<file path="src/rtl/lemon_pkg.sv">
// Shared LemonPC integer-pipeline constants and types.
// Source encodings index the write-back arbiter's request/grant vectors.
package lemon_pkg;

    localparam int unsigned REG_ADDR_W = 5;
    localparam int unsigned XLEN       = 32;

    localparam logic SRC_ALU = 1'b0;
    localparam logic SRC_LSU = 1'b1;

    typedef struct packed {
        logic                  wen;
        logic [REG_ADDR_W-1:0] rd;
        logic [XLEN-1:0]       data;
    } rf_wr_t;

endpackage

</file>
<file path="src/rtl/regfile_writer_if.sv">
// Write-back bundle: ALU/LSU result streams, decode issue/check ports and the
// register file write port. The master side drives results and queries.
interface regfile_writer_if
    import lemon_pkg::*;
#(
    parameter int unsigned ADDR_WIDTH = REG_ADDR_W,
    parameter int unsigned DATA_WIDTH = XLEN
);

    logic                  alu_valid;
    logic                  alu_ready;
    logic [ADDR_WIDTH-1:0] alu_rd;
    logic [DATA_WIDTH-1:0] alu_data;

    logic                  lsu_valid;
    logic                  lsu_ready;
    logic [ADDR_WIDTH-1:0] lsu_rd;
    logic [DATA_WIDTH-1:0] lsu_data;

    logic                  issue_en;
    logic [ADDR_WIDTH-1:0] issue_rd;
    logic                  issue_ready;

    logic [ADDR_WIDTH-1:0] chk_rs1;
    logic [ADDR_WIDTH-1:0] chk_rs2;
    logic                  rs1_busy;
    logic                  rs2_busy;

    logic                  rf_wen;
    logic [ADDR_WIDTH-1:0] rf_rd;
    logic [DATA_WIDTH-1:0] rf_dataD;

    modport master (
        output alu_valid, alu_rd, alu_data,
        output lsu_valid, lsu_rd, lsu_data,
        output issue_en, issue_rd, chk_rs1, chk_rs2,
        input  alu_ready, lsu_ready, issue_ready, rs1_busy, rs2_busy,
        input  rf_wen, rf_rd, rf_dataD
    );

    modport slave (
        input  alu_valid, alu_rd, alu_data,
        input  lsu_valid, lsu_rd, lsu_data,
        input  issue_en, issue_rd, chk_rs1, chk_rs2,
        output alu_ready, lsu_ready, issue_ready, rs1_busy, rs2_busy,
        output rf_wen, rf_rd, rf_dataD
    );

endinterface

</file>
<file path="src/rtl/rr_arb2.sv">
// Two-way round-robin arbiter. A lone request is granted directly; on a tie the
// source that did not win the previous tie is granted and becomes the new "last".
module rr_arb2
    import lemon_pkg::*;
(
    input  logic       clk,
    input  logic       rst_n,
    input  logic [1:0] req,
    output logic [1:0] gnt
);

    logic last_q, last_d;

    always_comb begin
        gnt    = req;
        last_d = last_q;
        if (&req) begin
            gnt    = (last_q == SRC_LSU) ? 2'b01 : 2'b10;
            last_d = (last_q == SRC_LSU) ? SRC_ALU : SRC_LSU;
        end
    end

    always_ff @(posedge clk or negedge rst_n) begin
        if (!rst_n) begin
            last_q <= SRC_LSU;
        end else begin
            last_q <= last_d;
        end
    end

endmodule

</file>
<file path="src/rtl/regfile_writer.sv">
// Write-back initiator: arbitrates ALU/LSU results onto the single register file
// write port and tracks per-register pending writes for decode RAW stalls.
module regfile_writer
    import lemon_pkg::*;
#(
    parameter int unsigned ADDR_WIDTH = REG_ADDR_W,
    parameter int unsigned DATA_WIDTH = XLEN
) (
    input logic             clk,
    input logic             rst_n,
    regfile_writer_if.slave bus
);

    localparam int unsigned NumRegs = 2 ** ADDR_WIDTH;

    logic [1:0]            req, gnt;
    logic                  accept;
    logic [ADDR_WIDTH-1:0] sel_rd;
    logic [DATA_WIDTH-1:0] sel_data;

    logic                  rf_wen_q;
    logic [ADDR_WIDTH-1:0] rf_rd_q;
    logic [DATA_WIDTH-1:0] rf_data_q;

    logic [1:0]            cnt_q [NumRegs];
    logic [1:0]            cnt_d [NumRegs];
    logic                  issue_ready;
    logic                  issue_inc;

    assign req[SRC_ALU] = bus.alu_valid;
    assign req[SRC_LSU] = bus.lsu_valid;

    rr_arb2 u_arb (
        .clk   (clk),
        .rst_n (rst_n),
        .req   (req),
        .gnt   (gnt)
    );

    assign bus.alu_ready = gnt[SRC_ALU];
    assign bus.lsu_ready = gnt[SRC_LSU];
    assign accept        = |gnt;

    always_comb begin
        sel_rd   = bus.alu_rd;
        sel_data = bus.alu_data;
        if (gnt[SRC_LSU]) begin
            sel_rd   = bus.lsu_rd;
            sel_data = bus.lsu_data;
        end
    end

    // x0 accepts still complete the handshake but never assert the write enable.
    always_ff @(posedge clk or negedge rst_n) begin
        if (!rst_n) begin
            rf_wen_q  <= 1'b0;
            rf_rd_q   <= '0;
            rf_data_q <= '0;
        end else begin
            rf_wen_q <= accept && (sel_rd != '0);
            if (accept) begin
                rf_rd_q   <= sel_rd;
                rf_data_q <= sel_data;
            end
        end
    end

    assign bus.rf_wen   = rf_wen_q;
    assign bus.rf_rd    = rf_rd_q;
    assign bus.rf_dataD = rf_data_q;

    assign issue_ready     = (cnt_q[bus.issue_rd] != 2'd3);
    assign bus.issue_ready = issue_ready;
    assign issue_inc       = bus.issue_en && issue_ready && (bus.issue_rd != '0);

    // Retirement happens on the cycle rf_wen is high, so busy covers that cycle too.
    always_comb begin
        for (int unsigned i = 0; i < NumRegs; i++) begin
            logic inc_i, dec_i;
            cnt_d[i] = cnt_q[i];
            inc_i    = issue_inc && (bus.issue_rd == ADDR_WIDTH'(i));
            dec_i    = rf_wen_q && (rf_rd_q == ADDR_WIDTH'(i));
            if (inc_i && !dec_i) begin
                cnt_d[i] = cnt_q[i] + 2'd1;
            end else if (dec_i && !inc_i && (cnt_q[i] != 2'd0)) begin
                cnt_d[i] = cnt_q[i] - 2'd1;
            end
        end
    end

    always_ff @(posedge clk or negedge rst_n) begin
        if (!rst_n) begin
            for (int unsigned i = 0; i < NumRegs; i++) begin
                cnt_q[i] <= 2'd0;
            end
        end else begin
            for (int unsigned i = 0; i < NumRegs; i++) begin
                cnt_q[i] <= cnt_d[i];
            end
        end
    end

    assign bus.rs1_busy = (cnt_q[bus.chk_rs1] != 2'd0);
    assign bus.rs2_busy = (cnt_q[bus.chk_rs2] != 2'd0);

endmodule

</file>
<file path="src/flat_wrapper.sv">
// flat-port wrapper written by rule: the top's interface ports become plain ports
module regfile_writer_flat import lemon_pkg::*;
#(
    parameter int unsigned ADDR_WIDTH = REG_ADDR_W,
    parameter int unsigned DATA_WIDTH = XLEN
)
  (clk, rst_n, bus_alu_valid, bus_alu_rd, bus_alu_data, bus_lsu_valid, bus_lsu_rd, bus_lsu_data, bus_issue_en, bus_issue_rd, bus_chk_rs1, bus_chk_rs2, bus_alu_ready, bus_lsu_ready, bus_issue_ready, bus_rs1_busy, bus_rs2_busy, bus_rf_wen, bus_rf_rd, bus_rf_dataD);
  regfile_writer_if #(.ADDR_WIDTH(ADDR_WIDTH), .DATA_WIDTH(DATA_WIDTH)) bus_i ();
  input logic clk;
  input logic rst_n;
  input wire logic [$bits(bus_i.alu_valid)-1:0] bus_alu_valid;
  input wire logic [$bits(bus_i.alu_rd)-1:0] bus_alu_rd;
  input wire logic [$bits(bus_i.alu_data)-1:0] bus_alu_data;
  input wire logic [$bits(bus_i.lsu_valid)-1:0] bus_lsu_valid;
  input wire logic [$bits(bus_i.lsu_rd)-1:0] bus_lsu_rd;
  input wire logic [$bits(bus_i.lsu_data)-1:0] bus_lsu_data;
  input wire logic [$bits(bus_i.issue_en)-1:0] bus_issue_en;
  input wire logic [$bits(bus_i.issue_rd)-1:0] bus_issue_rd;
  input wire logic [$bits(bus_i.chk_rs1)-1:0] bus_chk_rs1;
  input wire logic [$bits(bus_i.chk_rs2)-1:0] bus_chk_rs2;
  output wire logic [$bits(bus_i.alu_ready)-1:0] bus_alu_ready;
  output wire logic [$bits(bus_i.lsu_ready)-1:0] bus_lsu_ready;
  output wire logic [$bits(bus_i.issue_ready)-1:0] bus_issue_ready;
  output wire logic [$bits(bus_i.rs1_busy)-1:0] bus_rs1_busy;
  output wire logic [$bits(bus_i.rs2_busy)-1:0] bus_rs2_busy;
  output wire logic [$bits(bus_i.rf_wen)-1:0] bus_rf_wen;
  output wire logic [$bits(bus_i.rf_rd)-1:0] bus_rf_rd;
  output wire logic [$bits(bus_i.rf_dataD)-1:0] bus_rf_dataD;
  assign bus_i.alu_valid = bus_alu_valid;
  assign bus_i.alu_rd = bus_alu_rd;
  assign bus_i.alu_data = bus_alu_data;
  assign bus_i.lsu_valid = bus_lsu_valid;
  assign bus_i.lsu_rd = bus_lsu_rd;
  assign bus_i.lsu_data = bus_lsu_data;
  assign bus_i.issue_en = bus_issue_en;
  assign bus_i.issue_rd = bus_issue_rd;
  assign bus_i.chk_rs1 = bus_chk_rs1;
  assign bus_i.chk_rs2 = bus_chk_rs2;
  assign bus_alu_ready = bus_i.alu_ready;
  assign bus_lsu_ready = bus_i.lsu_ready;
  assign bus_issue_ready = bus_i.issue_ready;
  assign bus_rs1_busy = bus_i.rs1_busy;
  assign bus_rs2_busy = bus_i.rs2_busy;
  assign bus_rf_wen = bus_i.rf_wen;
  assign bus_rf_rd = bus_i.rf_rd;
  assign bus_rf_dataD = bus_i.rf_dataD;
  regfile_writer #(.ADDR_WIDTH(ADDR_WIDTH), .DATA_WIDTH(DATA_WIDTH)) u_core (.clk(clk), .rst_n(rst_n), .bus(bus_i));
endmodule
</file>
<file path="config.mk">
export PLATFORM = sky130hd
export DESIGN_NAME = regfile_writer_flat
export DESIGN_NICKNAME = d
export VERILOG_FILES = /design/src/rtl/lemon_pkg.sv /design/src/rtl/regfile_writer_if.sv /design/src/rtl/rr_arb2.sv /design/src/rtl/regfile_writer.sv /design/src/flat_wrapper.sv
export SDC_FILE = /design/constraint.sdc
export NUM_CORES = 1
export LEC_CHECK = 0
export BUFFER_PORTS_ARGS = -buffer_cell sky130_fd_sc_hd__buf_2
export CAP_MARGIN = 20
export CORE_ASPECT_RATIO = 2
export CORE_MARGIN = 3
export CORE_UTILIZATION = 45
export CTS_CLUSTER_DIAMETER = 40
export DETAILED_ROUTE_END_ITERATION = 6
export PLACE_DENSITY = 0.65
export RECOVER_POWER = 25
export SLEW_MARGIN = 20
export SYNTH_ARGS = -nofsm -noshare
export SYNTH_HDL_FRONTEND = slang
export SYNTH_SLANG_ARGS = --single-unit
</file>
<file path="constraint.sdc">
create_clock -name clk -period 2.4 [get_ports clk]
set_input_delay 0 -clock clk [delete_from_list [all_inputs] [get_ports clk]]
set_output_delay 0 -clock clk [all_outputs]
set_load 0.005 [all_outputs]
</file>
==> flow_metrics.py, run 1 <==
metrics = {
    "sta": {
        "rsz0062_at_grt": "no",
        "finalCriticalPeriod_ns": 2.317,
        "hold_viol": 0,
        "period_share": 0.9655,
        "drv_slew": 0,
        "tightest_slew_ns": 1.086,
        "fin_setup_tns_ns": 0,
        "relSlewSlack": 0.2758,
        "finalSetupViolCount": 0,
        "fmax_mhz": 431.5,
        "finClkSkew_ns": 0.01249,
    },
    "routing": {
        "routed_via_density": 5.772,
        "avgRoutedWirePerCell_um": 18.82,
        "drtPass1Iterations": 5,
        "met1Wirelength_mm": 7.871,
        "wl_mm": 21.74,
        "vias": 6667,
        "ant_nets": 0,
        "met3_length_mm": 1.317,
        "route.detailed.drc": 0,
        "first_iter_violations": 305,
        "routed-wl-met2_mm": 11.23,
        "routed.top_layer": "met4",
    },
    "synth": {
        "yosysUniqueCellTypes": 48,
        "yosys-mux-area-fraction": 0.1618,
        "synth_ff_type": "dfrtp_1",
        "synth_edf_count": 0,
        "seq_area_frac_synth": 0.3798,
        "netlist_area_um2": 6790,
        "synth_cells": 738,
        "syn_area_per_cell_um2": 9.201,
        "ys_warn_count": 0,
        "synth-seq-cells": 103,
        "synthAdderAreaFrac": 0.001843,
        "synth_top_family_by_area": "compound AO/OA/AOI/OAI gates",
        "synth-simple-area-share": 0.1870,
        "synth_nets": 833,
        "async_reset_ff_frac": 1.000,
        "synth_xor_area_frac": 0.03225,
        "synth_compound_area_frac": 0.2108,
    },
    "worst_hold_path": {
        "min_path_type": "primary input to flip-flop",
        "min_from": "bus_alu_rd[4]",
        "min_to": "u_core.bus.rf_wen$_DFF_PN0_",
        "whs_path_depth": 4,
    },
    "worst_setup_path": {
        "r2r-start": "u_core.cnt_q[10]$_DFFE_PN0P_",
        "timing.rr.end": "u_core.cnt_q[30]$_DFFE_PN0P_",
        "worst-setup-path-type": "flip-flop to output port",
        "cpPeakStageDelay_ns": 0.55,
        "r2r_cells": 7,
        "path_cells": "mux4_1 -> a22o_1 -> nor2_2 -> buf_4 -> nor2_1 -> a21oi_1 -> buf_2",
        "slowest_stage": "mux4_1",
        "cp.required_ns": 2.40,
        "cp-end-kind": "output port",
        "r2r_slack_ns": 0.16,
        "path_buf_inv": 2,
        "crit_family": "multiplexers",
        "cp_max_fo": 9,
        "start_kind": "flip-flop",
        "cp.arrival_ns": 2.32,
    },
    "global_route": {
        "grt-ovfl-total": 0,
        "first_global_vias": 6958,
        "grt.total_usage": 0.2633,
        "antenna_found_initial": 0,
        "grt_max_degree": 75,
        "grt_pass1_wl_mm": 34.71,
    },
    "clocking": {
        "cts_tree": "built",
        "cts.clk_slew.worst_paths_ns": 0.08,
        "clk_latency_ns": 0.36,
        "cts_buffers": 9,
        "clk_path_buf_depth": 2,
        "cts_max_level": 3,
        "cts-root-buf": "clkbuf_16",
        "numClockSinks": 103,
    },
    "pwr": {
        "cell_internal_pwr_uw": 4355,
        "p_per_area_nw_per_um2": 783.7,
        "p_sw_uw": 2576,
        "p_leak_uw": 0.004203,
        "clockPowerShare": 0.213,
        "power_frac_seq": 0.393,
        "swShare": 0.3717,
        "power_frac_comb": 0.394,
        "peakVddDrop_mv": 0.4573,
    },
    "final_layout": {
        "drive_gt1_frac": 0.2201,
        "final_util": 0.6065,
        "insertedDiodeCount": 0,
        "fin_cells": 1155,
        "layout_common_cells": "nor2_1 (134), buf_2 (123), dfrtp_1 (102)",
        "layout_commonest_cell": "nor2_1",
        "fin_nets": 1053,
        "area_delta_synth_final_pct": 30.26,
    },
    "floorplan": {
        "pin_count": 137,
        "core_um2": 14580,
        "die_h_um": 179.7,
        "start_util": 0.4656,
        "die_x_um": 92.86,
        "rows": 62,
        "dieArea_um2": 16690,
    },
    "run_status": {
        "status": "finished clean",
    },
    "placed_design": {
        "place_hpwl_mm": 15.57,
        "port_buffers": 136,
        "placed_cells": 1060,
        "gp_congestion": 0.9733,
    },
    "run": {
        "cap_violations": 0,
    },
}
-- power by group through the flow --
stage          Combinational [uW]  Sequential [uW]  Clock, uW
2_1_floorplan                1540             2610          0
3_3_place_gp                 2320             2700          0
3_5_place_dp                 2430             2730          0
4_1_cts                      2720             2710       1510
5_1_grt                      2990             2790       1560
6_report                     2730             2720       1470
-- cells in the mapped netlist, types with 2 or more instances --
master,number,area (um^2)
nor2_1,134,503.0
dfrtp_1,102,2552
nand2_1,63,236.5
o21ai_0,52,260.3
mux2i_1,42,420.4
a21oi_1,38,190.2
and3_1,27,168.9
nor3_1,27,135.1
xnor2_1,25,219.0
mux4_2,21,473.0
o22a_1,19,166.4
a2bb2oi_1,18,157.7
clkbuf_1,18,67.56
o21bai_1,18,135.1
a211oi_1,14,105.1
nand2b_1,13,81.33
a21boi_1,12,90.09
nand3_1,10,50.05
o21ai_2,9,78.83
o21ai_1,8,40.04
a21boi_0,7,52.55
inv_1,6,22.52
mux4_1,5,131.4
nor2b_1,5,31.28
a22o_1,4,35.03
buf_1,4,15.01
mux2_4,4,60.06
o211ai_2,4,50.05
buf_2,3,15.01
buf_6,3,33.78
o211ai_1,3,22.52
a211oi_2,2,25.02
a22oi_1,2,15.01
or4_1,2,15.01
-- metal layers --
layer | up-vias | GRT usage
li1 | 3139 | -
met3 | 82 | 0.05607
met1 | 3163 | 0.2858
met2 | 283 | 0.4606
met5 | - | 0
met4 | 0 | 0.1550
-- metrics by stage --
step           power, uW  setup WS [ns]  hold slack [ns]  area (um^2)
3_3_place_gp        5024        0.07179          0.01852         7775
4_1_cts             6936        0.08242         0.008218         8857
6_report            6931        0.08275          0.02662         8845
5_1_grt             7339        0.01079          0.09172         8845
3_5_place_dp        5158      -0.007890          0.02831         7775
2_1_floorplan       4155         0.3049          -0.2956         6790
-- flip-flops by register name, summed over array words and instances, names as in the netlist --
| name | count |
|---|---|
| u_core.cnt_q | 64 |
| u_core.bus.rf_dataD | 32 |
| u_core.bus.rf_rd | 5 |
| u_core.bus.rf_wen | 1 |
| u_core.u_arb.last_q | 1 |
-- area by class of cell --
| cell class | count | area, um^2 |
|---|---|---|
| fillers | 1274 | 5739 |
| inverters | 7 | 26.28 |
| clock inverters | 6 | 52.55 |
| clock buffers | 10 | 239.0 |
| well taps | 192 | 240.2 |
| flip-flops and latches | 103 | 2579 |
| repair buffers | 239 | 1649 |
| multi-input cells | 598 | 4059 |
-- how the worst max path moves through the flow --
stage / from / endpoint / cells after the start
final: u_core.cnt_q[10]$_DFFE_PN0P_ / bus_issue_ready / 7
after detailed placement: bus_issue_rd[0] / u_core.cnt_q[56]$_DFFE_PN0P_ / 8
after global placement: bus_issue_rd[0] / u_core.cnt_q[56]$_DFFE_PN0P_ / 8
after global routing: u_core.cnt_q[10]$_DFFE_PN0P_ / bus_issue_ready / 7
after floorplan: u_core.cnt_q[12]$_DFFE_PN0P_ / u_core.cnt_q[10]$_DFFE_PN0P_ / 7
after CTS: u_core.cnt_q[10]$_DFFE_PN0P_ / bus_issue_ready / 7
-- cell families (layout without fill, tap and decap cells) --
kind of cell,after synthesis,in the layout
AOI/OAI and AO/OA,211,211
muxes,73,73
xor gates and xnor gates,25,25
DFF,103,103
buffers and inverters,37,262
and+or+nand+nor,288,288
adders and majority gates,1,1
-- worst register-to-register path, cell delays in order, from the launching register on --
cell       delay [ns]
dfrtp_1          0.45
mux4_1           0.55
a22o_1           0.26
nor2_2           0.14
buf_4            0.20
o21ai_1          0.15
and3_1           0.22
a2bb2oi_1        0.15
-- timing repair --
item                                   4_1_cts  5_1_grt
endpoints found under the hold margin       78        0
buffers inserted                             0        0
gates resized for setup                      0        1
setup endpoints to repair                    0        1
hold buffers                                79        0
No activity file was read; power rests on OpenSTA's default activity.
==> run 2, diff against run 1 <==
--- a/config.mk
+++ b/config.mk
@@ -5,14 +5,14 @@
 export SDC_FILE = /design/constraint.sdc
 export NUM_CORES = 1
 export LEC_CHECK = 0
-export BUFFER_PORTS_ARGS = -buffer_cell sky130_fd_sc_hd__buf_2
 export CAP_MARGIN = 20
 export CORE_ASPECT_RATIO = 2
 export CORE_MARGIN = 3
 export CORE_UTILIZATION = 45
 export CTS_CLUSTER_DIAMETER = 40
 export DETAILED_ROUTE_END_ITERATION = 6
-export PLACE_DENSITY = 0.65
+export DONT_BUFFER_PORTS = 1
+export PLACE_DENSITY = 0.58
 export RECOVER_POWER = 25
 export SLEW_MARGIN = 20
 export SYNTH_ARGS = -nofsm -noshare
==> constraint.sdc (replaced) <==
create_clock -name clk -period 2.5 [get_ports clk]
set_input_delay 0 -clock clk [delete_from_list [all_inputs] [get_ports clk]]
set_output_delay 0 -clock clk [all_outputs]
set_load 0.005 [all_outputs]
==> run 2 against run 1 <==
- the flow now finishes with violations (design-rule violations)
- cell area fell by 8.6%
- via count fell by 7.2%
- global-route usage decreased by 0.75 points
- core utilization down 5.2 points
- setup slack gained 0.036 ns
- clock-buffer cell count stayed put
- wire length shrank 3.9%
- hold slack better by 0.031 ns
- total power shrank 8.2%
- first-iteration DRC count increased by 2.3%
- non-clock buffer count down 150
- largest cell class unchanged
==> flow_metrics.py, run 2 (synthesis results as in run 1) <==
metrics = {
    "routing": {
        "routed_via_density": 6.158,
        "avgRoutedWirePerCell_um": 20.79,
        "ant_nets": 0,
        "drtPass1Iterations": 7,
        "vias": 6189,
        "wl_mm": 20.89,
        "route.detailed.drc": 1,
        "first_iter_violations": 312,
    },
    "sta": {
        "fin_setup_tns_ns": 0,
        "finalCriticalPeriod_ns": 2.381,
        "period_share": 0.9525,
        "fmax_mhz": 419.9,
        "drv_slew": 0,
        "finClkSkew_ns": 0.01409,
        "rsz0062_at_grt": "no",
        "tightest_slew_ns": 1.495,
        "hold_viol": 0,
        "finalSetupViolCount": 0,
        "relSlewSlack": 0.003562,
    },
    "global_route": {
        "grt_pass1_wl_mm": 33.67,
        "grt.total_usage": 0.2558,
        "grt-ovfl-total": 0,
        "antenna_found_initial": 0,
        "first_global_vias": 6619,
        "grt_max_degree": 104,
    },
    "worst_setup_path": {
        "cp.required_ns": 2.74,
        "r2r_slack_ns": 0.12,
        "timing.rr.end": "u_core.bus.rf_dataD[27]$_DFFE_PN0P_",
        "start_kind": "flip-flop",
        "cp_max_fo": 74,
        "cp.arrival_ns": 2.62,
        "r2r_cells": 6,
        "cp-end-kind": "flip-flop",
        "r2r-start": "u_core.u_arb.last_q$_DFFE_PN1P_",
        "worst-setup-path-type": "flip-flop to flip-flop",
    },
    "worst_hold_path": {
        "min_to": "bus_rs1_busy",
        "min_from": "bus_chk_rs1[3]",
        "whs_path_depth": 1,
        "min_path_type": "primary input to output port",
    },
    "final_layout": {
        "multi_input_area_um2": 4054,
        "layout_common_cells": "nor2_1 (134), dfrtp_1 (102), dlygate4sd3_1 (81)",
        "fin_nets": 903,
        "area_delta_synth_final_pct": 19.09,
        "final_util": 0.5545,
        "insertedDiodeCount": 0,
        "top_register": "u_core.cnt_q",
        "largest_reg_flops": 64,
        "register_area_um2": 2579,
        "layout_commonest_cell": "nor2_1",
        "fin_cells": 1005,
        "drive_gt1_frac": 0.08610,
        "n_fill_cell": 1341,
    },
    "floorplan": {
        "die_x_um": 92.86,
        "start_util": 0.4656,
        "rows": 62,
        "dieArea_um2": 16690,
        "die_h_um": 179.7,
        "core_um2": 14580,
        "pin_count": 137,
    },
    "clocking": {
        "numClockSinks": 103,
        "clk_path_buf_depth": 2,
        "clk_latency_ns": 0.35,
        "cts_tree": "built",
        "cts_max_level": 3,
        "cts_buffers": 9,
        "cts.clk_slew.worst_paths_ns": 0.08,
        "cts-root-buf": "clkbuf_16",
        "cts_setup_buffers": 0,
    },
    "run_status": {
        "violations": "design-rule violations",
        "status": "finished with violations",
    },
    "placed_design": {
        "placed_cells": 907,
        "place_hpwl_mm": 14.71,
        "port_buffers": 0,
        "gp_congestion": 0.9101,
    },
    "pwr": {
        "p_leak_uw": 0.003632,
        "p_per_area_nw_per_um2": 787.1,
        "peakVddDrop_mv": 0.3905,
    },
    "run": {
        "cap_violations": 0,
    },
}
[run 2: cell count changes in the layout (fill, tap and decap cells not counted), moves of 2 or more]
cell	change
dlygate4sd3_1	+2
clkinv_4	-2
buf_2	-123
clkbuf_1	-11
buf_4	-18
[run 2: through the flow]
step | hold slack, ns | instance area, um^2 | setup WS, ns | total power, uW
after floorplan | -0.2956 | 6790 | 0.4049 | 3989
after global placement | -0.2931 | 6964 | 0.3324 | 4461
after CTS | 0.04999 | 8099 | 0.02832 | 6365
after global routing | 0.05915 | 8087 | 0.008529 | 6750
final | 0.05805 | 8087 | 0.1187 | 6365
after detailed placement | -0.2927 | 6964 | 0.2680 | 4570
[run 2: layout make-up]
cell class / instances / share of cell area
multi-input cells: 598 / 0.5013
flip-flops and latches: 103 / 0.3189
repair buffers: 89 / 0.1102
well taps: 192 / 0.02971
clock buffers: 10 / 0.02832
clock inverters: 6 / 0.008355
inverters: 7 / 0.003249
[run 2: how the worst max path moves through the flow]
stage / from / end / slack, ns / cells past startpoint
global route: u_core.u_arb.last_q$_DFFE_PN1P_ / u_core.bus.rf_dataD[27]$_DFFE_PN0P_ / 0.009 / 6
global placement: u_core.cnt_q[30]$_DFFE_PN0P_ / u_core.cnt_q[30]$_DFFE_PN0P_ / 0.33 / 7
CTS: u_core.u_arb.last_q$_DFFE_PN1P_ / u_core.bus.rf_dataD[27]$_DFFE_PN0P_ / 0.03 / 6
floorplan: u_core.cnt_q[12]$_DFFE_PN0P_ / u_core.cnt_q[10]$_DFFE_PN0P_ / 0.40 / 7
finish: u_core.u_arb.last_q$_DFFE_PN1P_ / u_core.bus.rf_dataD[27]$_DFFE_PN0P_ / 0.12 / 6
detailed placement: u_core.cnt_q[12]$_DFFE_PN0P_ / u_core.cnt_q[24]$_DFFE_PN0P_ / 0.27 / 7
[run 2: critical path: stages, from the launching register on]
cell,delay (ns)
dfstp_2,0.62
a21oi_4,0.08
buf_8,0.21
a21oi_1,0.19
dlygate4sd3_1,0.57
nand2_1,0.05
dlygate4sd3_1,0.54
[run 2: per-layer routing]
metal / vias to the layer above / GRT usage / wire length (um)
met1: 3050 / 0.2669 / 7191
met3: 58 / 0.05607 / 1221
met5: - / 0 / 0
met2: 248 / 0.4695 / 11490
met4: 0 / 0.1268 / 991
li1: 2833 / - / -
[run 2: power by group]
group / internal (uW) / leakage, uW / switching [uW]
Combinational: 1160 / 0.00219 / 1060
Sequential: 2110 / 0.00130 / 588
Clock: 784 / 0.000139 / 667
[run 2: what timing repair did]
item | in CTS | in global routing
setup endpoints to repair | 0 | 2
resized for setup | 0 | 3
hold buffers | 82 | 0
endpoints found under the hold margin | 142 | 0
==> run 3, diff against run 2 <==
--- a/config.mk
+++ b/config.mk
@@ -7,14 +7,14 @@
 export LEC_CHECK = 0
 export CAP_MARGIN = 20
 export CORE_ASPECT_RATIO = 2
-export CORE_MARGIN = 3
 export CORE_UTILIZATION = 45
 export CTS_CLUSTER_DIAMETER = 40
 export DETAILED_ROUTE_END_ITERATION = 6
 export DONT_BUFFER_PORTS = 1
-export PLACE_DENSITY = 0.58
+export PLACE_DENSITY = 0.6
 export RECOVER_POWER = 25
 export SLEW_MARGIN = 20
 export SYNTH_ARGS = -nofsm -noshare
 export SYNTH_HDL_FRONTEND = slang
+export SYNTH_HIERARCHICAL = 1
 export SYNTH_SLANG_ARGS = --single-unit
==> constraint.sdc (replaced) <==
create_clock -name clk -period 2 [get_ports clk]
set_input_delay 0 -clock clk [delete_from_list [all_inputs] [get_ports clk]]
set_output_delay 0 -clock clk [all_outputs]
set_load 0.005 [all_outputs]
==> run 3 against run 2 <==
- the flow finishes with violations (negative hold slack, negative setup slack)
- hold slack lost 0.73 ns
- synthesized area grew 0.37%
- register-to-register slack lost 0.17 ns
- critical path depth shrank 1
- via count grew 7.1%
- clock skew shrank 0.0055 ns
- cell area grew 12%
- setup slack lost 0.19 ns
- clock power grew 17%
- die area shrank 6.1%
- critical endpoint is now bus_rs1_busy
==> flow_metrics.py, run 3 <==
metrics = {
    "sta": {
        "fin_setup_tns_ns": -0.2470,
        "drv_slew": 0,
        "holdWs_ns": -0.6699,
        "finalSetupViolCount": 5,
        "period_share": 1.038,
        "rsz0062_at_grt": "yes",
        "setup_ws_ns": -0.07561,
        "finalCriticalPeriod_ns": 2.076,
        "finClkSkew_ns": 0.008573,
        "tightest_slew_ns": 0.6566,
        "relSlewSlack": 0.5596,
        "hold_viol": 104,
        "fmax_mhz": 481.8,
    },
    "global_route": {
        "antenna_found_initial": 0,
        "first_global_vias": 6637,
        "grt_max_degree": 104,
        "grt-ovfl-total": 0,
        "grt.total_usage": 0.3000,
        "grt_pass1_wl_mm": 34.50,
    },
    "clocking": {
        "clk_path_buf_depth": 2,
        "cts-hold-fix-buffers": 80,
        "cts.clk_slew.worst_paths_ns": 0.07,
        "cts_max_level": 3,
        "cts_tree": "built",
        "numClockSinks": 103,
        "cts_buffers": 9,
        "cts-root-buf": "clkbuf_16",
        "clk_latency_ns": 0.36,
    },
    "floorplan": {
        "pin_count": 137,
        "rows": 63,
        "start_util": 0.4599,
        "dieArea_um2": 15670,
        "die_h_um": 176.0,
        "die_x_um": 89.02,
        "core_um2": 14820,
    },
    "routing": {
        "routed_via_density": 6.065,
        "avgRoutedWirePerCell_um": 20.92,
        "route.detailed.drc": 0,
        "vias": 6629,
        "wl_mm": 22.86,
        "first_iter_violations": 450,
        "ant_nets": 0,
        "drtPass1Iterations": 6,
    },
    "synth": {
        "ys_warn_count": 6,
        "synth-seq-cells": 103,
        "yosysTopAreaCellShare": 0.3745,
        "synth_cells": 740,
        "netlist_top_cells_count": "dfrtp_1 (102), nand2_1 (102), o21ai_0 (96), nor2_1 (58), mux2i_1 (42)",
        "synth_top_cell_by_area": "dfrtp_1",
        "synth.area.top_cells": "dfrtp_1 (37%), o21ai_0 (7.0%), mux4_2 (6.9%)",
        "synth_nets": 835,
        "synth_ff_type": "dfrtp_1",
        "yosysUniqueCellTypes": 61,
        "seq_area_frac_synth": 0.3784,
        "netlist_area_um2": 6815,
        "async_reset_ff_frac": 1.000,
        "synth_edf_count": 0,
        "syn_area_per_cell_um2": 9.210,
    },
    "worst_setup_path": {
        "cp.required_ns": 2.00,
        "cpPeakStageDelay_ns": 0.51,
        "path_common_cell": "mux4_2",
        "cp-end-kind": "output port",
        "cp.arrival_ns": 2.08,
        "path_cells": "buf_6 -> nor2_2 -> mux4_2 -> mux4_2 -> a21oi_2",
        "worst-setup-path-type": "flip-flop to output port",
        "cp_max_fo": 3,
        "slowest_stage": "mux4_2",
        "start_kind": "flip-flop",
    },
    "run_status": {
        "violations": "negative hold slack, negative setup slack",
        "status": "finished with violations",
    },
    "pwr": {
        "power_frac_comb": 0.447,
        "p_per_area_nw_per_um2": 984.9,
        "cell_internal_pwr_uw": 5555,
        "p_sw_uw": 3390,
        "p_leak_uw": 0.003771,
        "peakVddDrop_mv": 0.6055,
        "p_total_uw": 8945,
        "clockPowerShare": 0.189,
        "power_frac_seq": 0.364,
        "swShare": 0.3789,
    },
    "final_layout": {
        "largest_reg_flops": 64,
        "fin_cells": 1093,
        "final_cell_area_um2": 9082,
        "top_register": "u_core/cnt_q",
        "fin_nets": 989,
        "insertedDiodeCount": 0,
        "n_fill_cell": 1275,
        "drive_gt1_frac": 0.2561,
        "register_area_um2": 2582,
        "multi_input_area_um2": 4304,
        "layout_commonest_cell": "dfrtp_1",
        "layout_common_cells": "dfrtp_1 (99), o21ai_0 (88), buf_4 (87), nand2_1 (87), dlygate4sd3_1 (80)",
        "final_util": 0.6129,
        "area_delta_synth_final_pct": 33.27,
    },
    "run": {
        "cap_violations": 0,
    },
    "placed_design": {
        "gp_congestion": 0.9042,
        "place_hpwl_mm": 15.70,
        "dpl_cell_area_um2": 7521,
        "placed_cells": 979,
        "port_buffers": 0,
    },
    "worst_hold_path": {
        "min_path_type": "primary input to asynchronous set/reset pin",
    },
}
==> run 3: cells by family after synthesis <==
kind of cell | after synthesis | share of synthesized area
xor gates and xnor gates | 17 | 0.02185
adders and majority gates | 1 | 0.001836
and+or+nand+nor | 244 | 0.1707
AOI/OAI and AO/OA | 240 | 0.2299
buffers and inverters | 63 | 0.03984
muxes | 72 | 0.1575
DFF | 103 | 0.3784
==> run 3: final timing paths <==
check / endpoint / slack [ns] / start / depth (start not counted)
min: u_core/cnt_q[2]$_DFFE_PN0P_ / -0.67 / rst_n / 0
max: bus_rs1_busy / -0.08 / u_core/cnt_q[17]$_DFFE_PN0P_ / 5
min reg2reg: u_core/u_arb/last_q$_DFFE_PN1P_ / 0.52 / u_core/u_arb/last_q$_DFFE_PN1P_ / 1
min in group clk: u_core/cnt_q[5]$_DFFE_PN0P_ / -0.01 / bus_issue_rd[2] / 4
max in group asynchronous: u_core/u_arb/last_q$_DFFE_PN1P_ / 2.44 / rst_n / 0
max reg2reg: u_core/cnt_q[32]$_DFFE_PN0P_ / -0.05 / u_core/cnt_q[53]$_DFFE_PN0P_ / 7
==> run 3: layer usage <==
metal  vias up  global-route usage  routed length (um)
li1       3021                   -                   -
met1      3224              0.2918                7615
met2       304              0.5391               12380
met4         0              0.2110                1456
met3        80             0.06685                1410
met5         -                   0                   0
==> run 3: through the flow <==
| step | hold WS [ns] | setup slack (ns) |
|---|---|---|
| finish | -0.6699 | -0.07561 |
| global route | -0.6796 | -0.1323 |
| CTS | -0.6781 | -0.08106 |
| detailed placement | -0.2928 | -0.1181 |
| global placement | -0.2927 | -0.09869 |
| floorplan | -0.2956 | 0.06485 |
==> run 3: cell type report <==
type,count,share of cell area
Timing Repair Buffer,176,0.1732
Clock buffer,10,0.02631
Tap cell,195,0.02686
Clock inverter,5,0.003857
Inverter,28,0.01157
Multi-Input combinational cell,576,0.4739
Sequential cell,103,0.2843
==> run 3: what timing repair did <==
item | CTS | global route
hold endpoints to repair | 142 | 103
resized for setup | 18 | 77
pin swaps | 5 | 36
endpoints found under the setup margin | 30 | 45
gates cloned | 1 | 1
buffers inserted | 7 | 10
==> run 3: worst max-delay path, delay by kind of cell (launching register included) <==
| family | cells | cell delay [ns] |
|---|---|---|
| multiplexers | 2 | 0.99 |
| AO/OA/AOI/OAI | 1 | 0.19 |
| buffers and inverters | 1 | 0.11 |
| AND/OR/NAND/NOR | 1 | 0.07 |
| flip-flops | 1 | 0.36 |
==> run 3: power by group through the flow <==
| stage | clock network [uW] | logic, uW | registers (uW) |
|---|---|---|---|
| after detailed placement | 0 | 3320 | 3240 |
| after global placement | 0 | 3170 | 3220 |
| final | 1690 | 3990 | 3260 |
| after CTS | 1740 | 3590 | 3220 |
| after floorplan | 0 | 1950 | 3290 |
| after global routing | 1800 | 4280 | 3340 |
